==> src/rtl/fsm_lane_checker_pkg.sv <==
// Shared types and helpers for the multi-lane FSM checker.
// Holds the control state encoding and the saturating increment used by every lane counter.
package fsm_lane_checker_pkg;

  typedef enum logic [1:0] {
    FLUSH = 2'd0,
    RUN   = 2'd1,
    HALT  = 2'd2
  } state_t;

  localparam int MAX_STEPS_C = 16;

  // Increment cnt unless it already holds the all-ones value of a width-bit counter.
  function automatic logic [31:0] sat_inc(input logic [31:0] cnt, input int width);
    logic [31:0] max_v;
    max_v   = 32'hFFFF_FFFF >> (32 - width);
    sat_inc = (cnt == max_v) ? cnt : cnt + 32'd1;
  endfunction

endpackage

==> src/rtl/fsm_lane_counter.sv <==
// Per-lane saturating mismatch counter with a sticky flag.
// Updates one edge after inc; clear wins over inc; freeze holds both registers.
module fsm_lane_counter
  import fsm_lane_checker_pkg::*;
#(
  parameter int CNT_WIDTH_G = 16
) (
  input  logic                   clk,
  input  logic                   rst,
  input  logic                   clear,
  input  logic                   inc,
  input  logic                   freeze,
  output logic [CNT_WIDTH_G-1:0] count,
  output logic                   sticky
);

  always_ff @(posedge clk) begin
    if (rst || clear) begin
      count  <= '0;
      sticky <= 1'b0;
    end else if (inc && !freeze) begin
      count  <= CNT_WIDTH_G'(sat_inc(32'(count), CNT_WIDTH_G));
      sticky <= 1'b1;
    end
  end

endmodule

==> config.mk <==
export PLATFORM = sky130hd
export DESIGN_NAME = fsm_lane_counter
export DESIGN_NICKNAME = d
export VERILOG_FILES = /design/src/rtl/fsm_lane_checker_pkg.sv /design/src/rtl/fsm_lane_counter.sv
export SDC_FILE = /design/constraint.sdc
export NUM_CORES = 1
export LEC_CHECK = 0
export CORE_MARGIN = 1.5
export CORE_UTILIZATION = 30
export CTS_CLUSTER_DIAMETER = 100
export CTS_CLUSTER_SIZE = 30
export DETAILED_ROUTE_END_ITERATION = 6
export GPL_TIMING_DRIVEN = 1
export SETUP_SLACK_MARGIN = 0.02
export SYNTH_ARGS = -nofsm -noshare
export SYNTH_HDL_FRONTEND = slang
export SYNTH_SLANG_ARGS = --single-unit
==> constraint.sdc <==
create_clock -name clk -period 2.6 [get_ports clk]
set_clock_uncertainty 0.15 [all_clocks]
set_input_delay 0.65 -clock clk [delete_from_list [all_inputs] [get_ports clk]]
set_output_delay 0.65 -clock clk [all_outputs]
set_load 0.05 [all_outputs]
Yosys cells after proc, flatten, opt, wreduce, memory -nomap -nowiden
Index checks and enable logic that the tools add are counted.
{"block": "classes", "n_eq_ne": 1, "bitwise": 1, "n_addsub": 1, "reduce_logical": 4}
{"cell": "$add A16 B1 Y16 const B", "count": 1}
{"cell": "$eq A16 B16 Y1 const B", "count": 1}
{"cell": "$reduce_and A2 Y1", "count": 1}
{"cell": "$logic_and A1 B1 Y1", "count": 1}
{"cell": "$logic_not A1 Y1", "count": 1}
{"cell": "$logic_or A1 B1 Y1", "count": 1}
{"cell": "$not A1 Y1", "count": 1}
{"block": "totals", "out_inout_bits": 17, "reg_bits": 17, "input_bits": 5, "wordCells": 9}

Depth between registers and ports, before layout
Gate-level depths: netlist of run 1.
{"block": "depth", "depth_word": 3, "ltp_mapped": 6, "ltp_nobuf": 5}

Worst setup path before layout of run 1
No wires, ideal clock.
{"block": "synth_timing", "path_type": "reg2reg", "from": "register count[0]", "to": "register count[1]", "setup_ns": 0.128, "t_arrival_ns": 2.137, "period_less_slack_ns": 2.414, "path_buffers": 1, "stages_incl_launch_ff": 7, "slack_ns": 0.186, "required_time_ns": 2.322, "cell_sequence": "dfxtp_1 > ha_1 > nand3_1 > o41ai_2 > buf_2 > mux2i_1 > nor2_1"}
{"block": "synth_between", "elab_chain_cells": 3, "elab_cells_between_ends": 4, "cone_classes": "add/sub (1); eq/ne (1); bitwise (1); reduce/logical (1)"}
{"element": "from (decl)", "line": "fsm_lane_counter.sv:13", "text": "output logic [CNT_WIDTH_G-1:0] count,"}
{"element": "from (signal assigned)", "line": "fsm_lane_counter.sv:22", "text": "count <= CNT_WIDTH_G'(sat_inc(32'(count), CNT_WIDTH_G));"}
{"element": "branches (longest 3 deep; another with $add A16 B1 Y16)"}
Parallel ways; which one is timed is not known.
A chain may end at the register's enable or synchronous reset.

Worst setup path after layout of run 1
{"block": "layout_timing", "from": "register count[4]", "to": "output port count[4]"}
No word-level cell between the ends.

==> out/metrics.yaml, run 1 <==
worst_setup_path:
  critPathLaunchType: "flop"
  critPathRequiredTime_ns: 1.80
  max_stage_delay_ns: 0.85
  critical_path_arrival_ns: 1.61
  crit_family: "buffers and inverters"
  crit_fanout: 8
  crit_path_top_delay_cell: "clkdlybuf4s50_1"
  crit_chain: "clkdlybuf4s50_1"
  crit_type: "flop to output pin"
  worst_setup_path_end_kind: "output pin"
  cp_num_buf_inv: 1
logic_synthesis:
  ys_ff_latch: 17
  synth_edf_count: 0
  synth_fa_ha_area_share_pct: 1.52
  yosys.area.top_type_share_pct: 41.3
  synth_xor_area_share_pct: 1.06
  yosysSeqAreaShare_pct: 41.3
  synthCells: 96
  synthTopCellsByArea: "dfxtp_1 (41%), a21oi_1 (7.3%), o31ai_1 (5.5%)"
  synthArstFlopShare_pct: 0
  synth_compound_area_share_pct: 20.8
  syn_avg_cell_area_um2: 8.58
  synth_top_family_by_area: "simple AND/OR/NAND/NOR gates"
  synth.mux.area_fraction_pct: 1.22
  synth_top_flop_cell: "dfxtp_1"
  synth.distinct_cells: 29
  synthesis.nets: 102
  syn_area_um2: 823
  synth-simple-area-share_pct: 31.6
  synth_top_area_cell: "dfxtp_1"
  yosysWarnings: 0
final_layout:
  multi_input_area_um2: 463
  layout.nets: 130
  seq_area_um2: 340
  final_util_pct: 44.1
  drive_gt1_share_pct: 11.4
  diodes: 0
  fillerInstances: 263
  syn_to_final_growth_pct: 36.5
global_routing:
  grt_max_degree: 17
  grtUsageTotal_pct: 12.4
  antenna_found_initial: 0
  grt_pass1_vias: 736
  overflow: 0
  grt_pass1_wl_mm: 3.14
floorplanning:
  die_w_um: 55.4
  start_util_pct: 32.4
  die-area_um2: 3070
  die_h_um: 55.4
  row_count: 18
  core-area_um2: 2540
  ioPinCount: 22
routing:
  first_iter_violations: 19
  wl_mm: 1.93
  firstDrtPassIters: 4
  drtAntennaViolNets: 0
  via_per_inst: 5.61
  routedWlPerCell_um: 12.6
  vias: 859
  drc: 0
clocking:
  cts_made_buffers: 3
  cts_buffer_depth: 2
  post_cts_buffers: 0
  clkSlewWorstSetupHoldPaths_ns: 0.10
  cts_root_buf: "clkbuf_4"
  cts_hold_buf: 0
  cts_tree: "built"
  cts_sinks: 17
  cts-htree-levels: 1
  clock_latency_ns: 0.29
  postCtsResizedCells: 0
timing:
  rsz0062_at_grt: "false"
  slew_viol_final: 0
  hold_viol: 0
  worst_slack_ns: 0.188
  period_share_pct: 92.8
  fmax_ghz: 0.415
  fin_crit_ns: 2.41
  slew_headroom_pct: 48.2
  tightest_slew_ns: 0.769
  setup_violations: 0
power:
  power.density_nw_per_um2: 387
  leakagePower_nw: 0.347
  peakVddDrop_mv: 0.224
status:
  status: "finished, final reports clean"
placement:
  gp_congestion: 0.693
  portBuffers: 21
  dpl.hpwl_mm: 1.38
  dp_slack_ns: -0.00433
flow_run:
  cap_viol_max_count: 0
hold_path:
  hp-class: "flop to flop"
-- area by class of cell --
type	instances	share of cell area, %
Multi-Input combinational cell	74	41.2
Sequential cell	17	30.3
Timing Repair Buffer	26	22.0
Tap cell	30	3.34
Clock buffer	3	2.00
Inverter	2	0.668
Clock inverter	1	0.445
-- registers in the layout (all words and copies together) (netlist names) --
signal,cells
count,16
sticky,1
-- through the flow --
stage | instance area (um^2) | total power [W] | instances | hold WS [ns] | TNS [ns]
6_report | 1120 | 0.000435 | 153 | 0.333 | 0
5_1_grt | 1120 | 0.000454 | 153 | 0.382 | 0
4_1_cts | 1120 | 0.000442 | 153 | 0.341 | 0
3_5_place_dp | 1100 | 0.000298 | 149 | 0.316 | -0.00433
3_3_place_gp | 1100 | 0.000298 | 149 | 0.307 | 0
2_1_floorplan | 823 | 0.000285 | 96 | 0.547 | 0
-- per-layer routing --
metal / up-vias / routed length, um / global-route usage, % / part of all wire [%]
li1: 423 / - / - / -
met1: 404 / 958 / 16.3 / 50
met2: 27 / 846 / 19.7 / 44
met3: 5 / 95 / 2.34 / 4.9
met4: 0 / 34 / 5.23 / 1.8
met5: - / 0 / 0 / 0
-- cells by family after synthesis --
kind of cell / Yosys count
AND/OR/NAND/NOR: 44
AO/OA/AOI/OAI: 27
flip-flops: 17
buffers and inverters: 5
XOR/XNOR: 1
multiplexers: 1
adder cells (fa/ha/maj): 1
-- Yosys cell counts (2+ instances only) --
library cell / count
a21oi_1: 12
and3_1: 2
clkbuf_1: 2
dfxtp_1: 17
inv_1: 2
nand2_1: 6
nand3_1: 4
nand4_1: 4
nor2_1: 6
nor4_1: 3
o21ai_0: 5
o31ai_1: 6
or2_2: 2
or3_1: 5
or4_1: 6
-- report_power, final --
| group | total, W | leakage [nW] | internal, W | switching, W |
|---|---|---|---|---|
| clock | 0.000143 | 0.0177 | 0.0000573 | 0.0000855 |
| combinational | 0.0000294 | 0.192 | 0.0000131 | 0.0000164 |
| sequential | 0.000263 | 0.137 | 0.000261 | 0.00000122 |
-- cell usage in the layout (no fill, tap or decap), types with 4 or more instances in the layout --
| cell | Yosys | routed |
|---|---|---|
| clkdlybuf4s50_1 | 0 | 21 |
| dfxtp_1 | 17 | 17 |
| a21oi_1 | 12 | 12 |
| nor2_1 | 6 | 6 |
| nand2_1 | 6 | 6 |
| o31ai_1 | 6 | 6 |
| or4_1 | 6 | 6 |
| o21ai_0 | 5 | 5 |
| or3_1 | 5 | 5 |
| buf_4 | 0 | 5 |
| nand3_1 | 4 | 4 |
| nand4_1 | 4 | 4 |
-- path summary, 6_finish.rpt --
check / slack, ns / endpoint / from / cells after the start
worst min-delay path: 0.33 / sticky / sticky / 2
worst min register to register: 0.33 / sticky / sticky / 2
worst max-delay path: 0.19 / count[4] / count[4] / 1
worst max register to register: 0.27 / count[1] / count[0] / 6
(Power assumes the default switching activity.)
==> run 2: changes to the inputs <==
Settings changed: CAP_MARGIN from default to 25, SETUP_SLACK_MARGIN 0.02 to 0.2.
==> run 2 against run 1 <==
- total power barely moved
- wire length rose by 1.4%
- register-to-register slack improved by 0.11 ns
- clock-buffer cell count rose by 1
- sequential power hardly changed
- hold slack got worse by 0.0030 ns
- final cell count down 0.65%
- combinational power fell by 4%
- maximum frequency increased by 2.5%
- critical path type unchanged
- largest power group unchanged
- highest routed layer unchanged
==> out/metrics.yaml, run 2 (same netlist as run 1, synthesis figures left out) <==
status:
  status: "finished, final reports clean"
routing:
  via_per_inst: 5.70  # +1.5%
  wl_mm: 1.96  # +1.4%
  vias: 866  # +0.81%
  drc: 0  # unchanged
  firstDrtPassIters: 4  # unchanged
  drtAntennaViolNets: 0  # unchanged
  first_iter_violations: 21  # +2
  routedWlPerCell_um: 12.9  # +2.1%
floorplanning:
  start_util_pct: 32.4  # unchanged
  row_count: 18  # unchanged
  die_h_um: 55.4  # unchanged
  ioPinCount: 22  # unchanged
  core-area_um2: 2540  # unchanged
  die_w_um: 55.4  # unchanged
  die-area_um2: 3070  # unchanged
worst_setup_path:
  critical_path_arrival_ns: 1.55  # -0.06 ns
  cp_num_cells: 1  # unchanged
  worst_setup_path_end_kind: "output pin"
  crit_chain: "clkdlybuf4s50_1"
  max_stage_delay_ns: 0.84  # about the same
  reg2regPathDepth: 6  # unchanged
  crit_fanout: 7  # -1
  critPathLaunchType: "flop"
  crit_type: "flop to output pin"
  rrSetupSlack_ns: 0.38  # +0.11 ns
  crit_family: "buffers and inverters"
  critPathRequiredTime_ns: 1.80  # about the same
  crit_path_top_delay_cell: "clkdlybuf4s50_1"
  cp_num_buf_inv: 1  # unchanged
hold_path:
  holdPathStages: 2  # unchanged
  hp-class: "flop to flop"
timing:
  setup_violations: 0  # unchanged
  hold_viol: 0  # unchanged
  slew_viol_final: 0  # unchanged
  tightest_slew_ns: 0.740  # -0.0283 ns
  rsz0062_at_grt: "true"
  slew_headroom_pct: 50.1  # +1.9 points
  period_share_pct: 90.5  # -2.3 points
  fin_crit_ns: 2.35  # -0.0595 ns
  fmax_ghz: 0.425  # +2.5%
power:
  leakagePower_nw: 0.462  # +33%
  power.density_nw_per_um2: 385  # -0.51%
  peakVddDrop_mv: 0.243  # +8.5%
clocking:
  cts_hold_buf: 0  # unchanged
  cts_root_buf: "clkbuf_4"
  cts_made_buffers: 3  # unchanged
  cts_sinks: 17  # unchanged
  cts-htree-levels: 1  # unchanged
  cts_tree: "built"
  clkSlewWorstSetupHoldPaths_ns: 0.10  # about the same
  post_cts_buffers: 0  # unchanged
  cts_buffer_depth: 2  # unchanged
  clock_latency_ns: 0.29  # about the same
global_routing:
  antenna_found_initial: 0  # unchanged
  grt_max_degree: 17  # unchanged
  grt_pass1_vias: 747  # +1.5%
  grtUsageTotal_pct: 13.5  # +1.1 points
  grt_pass1_wl_mm: 3.39  # +7.9%
  overflow: 0  # unchanged
final_layout:
  regMostFlops: "count"
  diodes: 0  # unchanged
  layout_common_cells: "dfxtp_1 (15), clkdlybuf4s50_1 (13), a21oi_1 (12)"
  layout_commonest_cell: "dfxtp_1"
  largest_reg_flops: 16  # unchanged
  fin_cells: 152  # -0.65%
  drive_gt1_share_pct: 11.5  # +0.093 points
  layout.nets: 129  # -0.77%
  top_regs: "count (16), sticky (1)"
  syn_to_final_growth_pct: 37.2
  fin_area_um2: 1130  # +0.56%
placement:
  dp_cells: 148  # -0.67%
  gp_congestion: 0.697  # +0.52%
  dpl.hpwl_mm: 1.37  # -0.62%
  portBuffers: 21  # unchanged
  placed_area_um2: 1090  # -0.46%
flow_run:
  cap_viol_max_count: 0  # unchanged
## run 2: cell type report
type	instances	area (um^2)
clock buffers	4	26.3
fillers	263	1420
inverters	2	7.51
multi-input cells	74	463
flip-flops and latches	17	343
well taps	30	37.5
repair buffers	25	253
## run 2: worst reg2reg max path, cell delays in order, from the launching register on
cell and delay, ns:
dfxtp_2 0.39, ha_1 0.19, nand3_1 0.12, o41ai_2 0.75, buf_4 0.27, mux2i_1 0.18, nor2_1 0.05
## run 2: metal layers
layer	up-vias	track usage, %	wire [um]	part of all wire (%)
li1	424	-	-	-
met1	406	18.2	960	49
met3	6	2.34	94	4.8
met4	0	4.18	33	1.7
met5	-	0	0	0
met2	30	21.8	873	45
## run 2: per-stage QoR
stage / TNS [ns] / hold slack (ns) / setup slack, ns / utilization (%) / total power (W)
floorplan: 0 / 0.495 / 0.278 / - / 0.000285
global placement: 0 / 0.310 / 0.0274 / 42.9 / 0.000297
detailed placement: -0.00744 / 0.317 / -0.00744 / 42.9 / 0.000297
CTS: 0 / 0.340 / 0.203 / 43.8 / 0.000438
global route: 0 / 0.399 / 0.200 / 44.4 / 0.000456
finish: 0 / 0.330 / 0.247 / 44.4 / 0.000435
## run 2: path summary, 6_finish.rpt
kind | from | to
worst max-delay path | count[2] | count[2]
worst min-delay path | sticky | sticky
worst max register to register | count[0] | count[1]
worst min register to register | sticky | sticky
## run 2: power breakdown
group	internal (W)	switching [W]	total [W]
combinational	0.0000121	0.0000161	0.0000281
clock	0.0000596	0.0000845	0.000144
sequential	0.000262	0.00000125	0.000263
## run 2: timing repair
item,4_1_cts,5_1_grt
setup endpoints to repair,2,7
pin swaps,0,0
endpoints found under the hold margin,0,0
gates resized for setup,2,6
==> run 3: changes to the inputs <==
Settings changed: CTS_CLUSTER_SIZE 30 to default, GPL_ROUTABILITY_DRIVEN from default to 1.
==> results of run 3 <==
The final DEF is identical to that of run 2; final timing and power are the same.
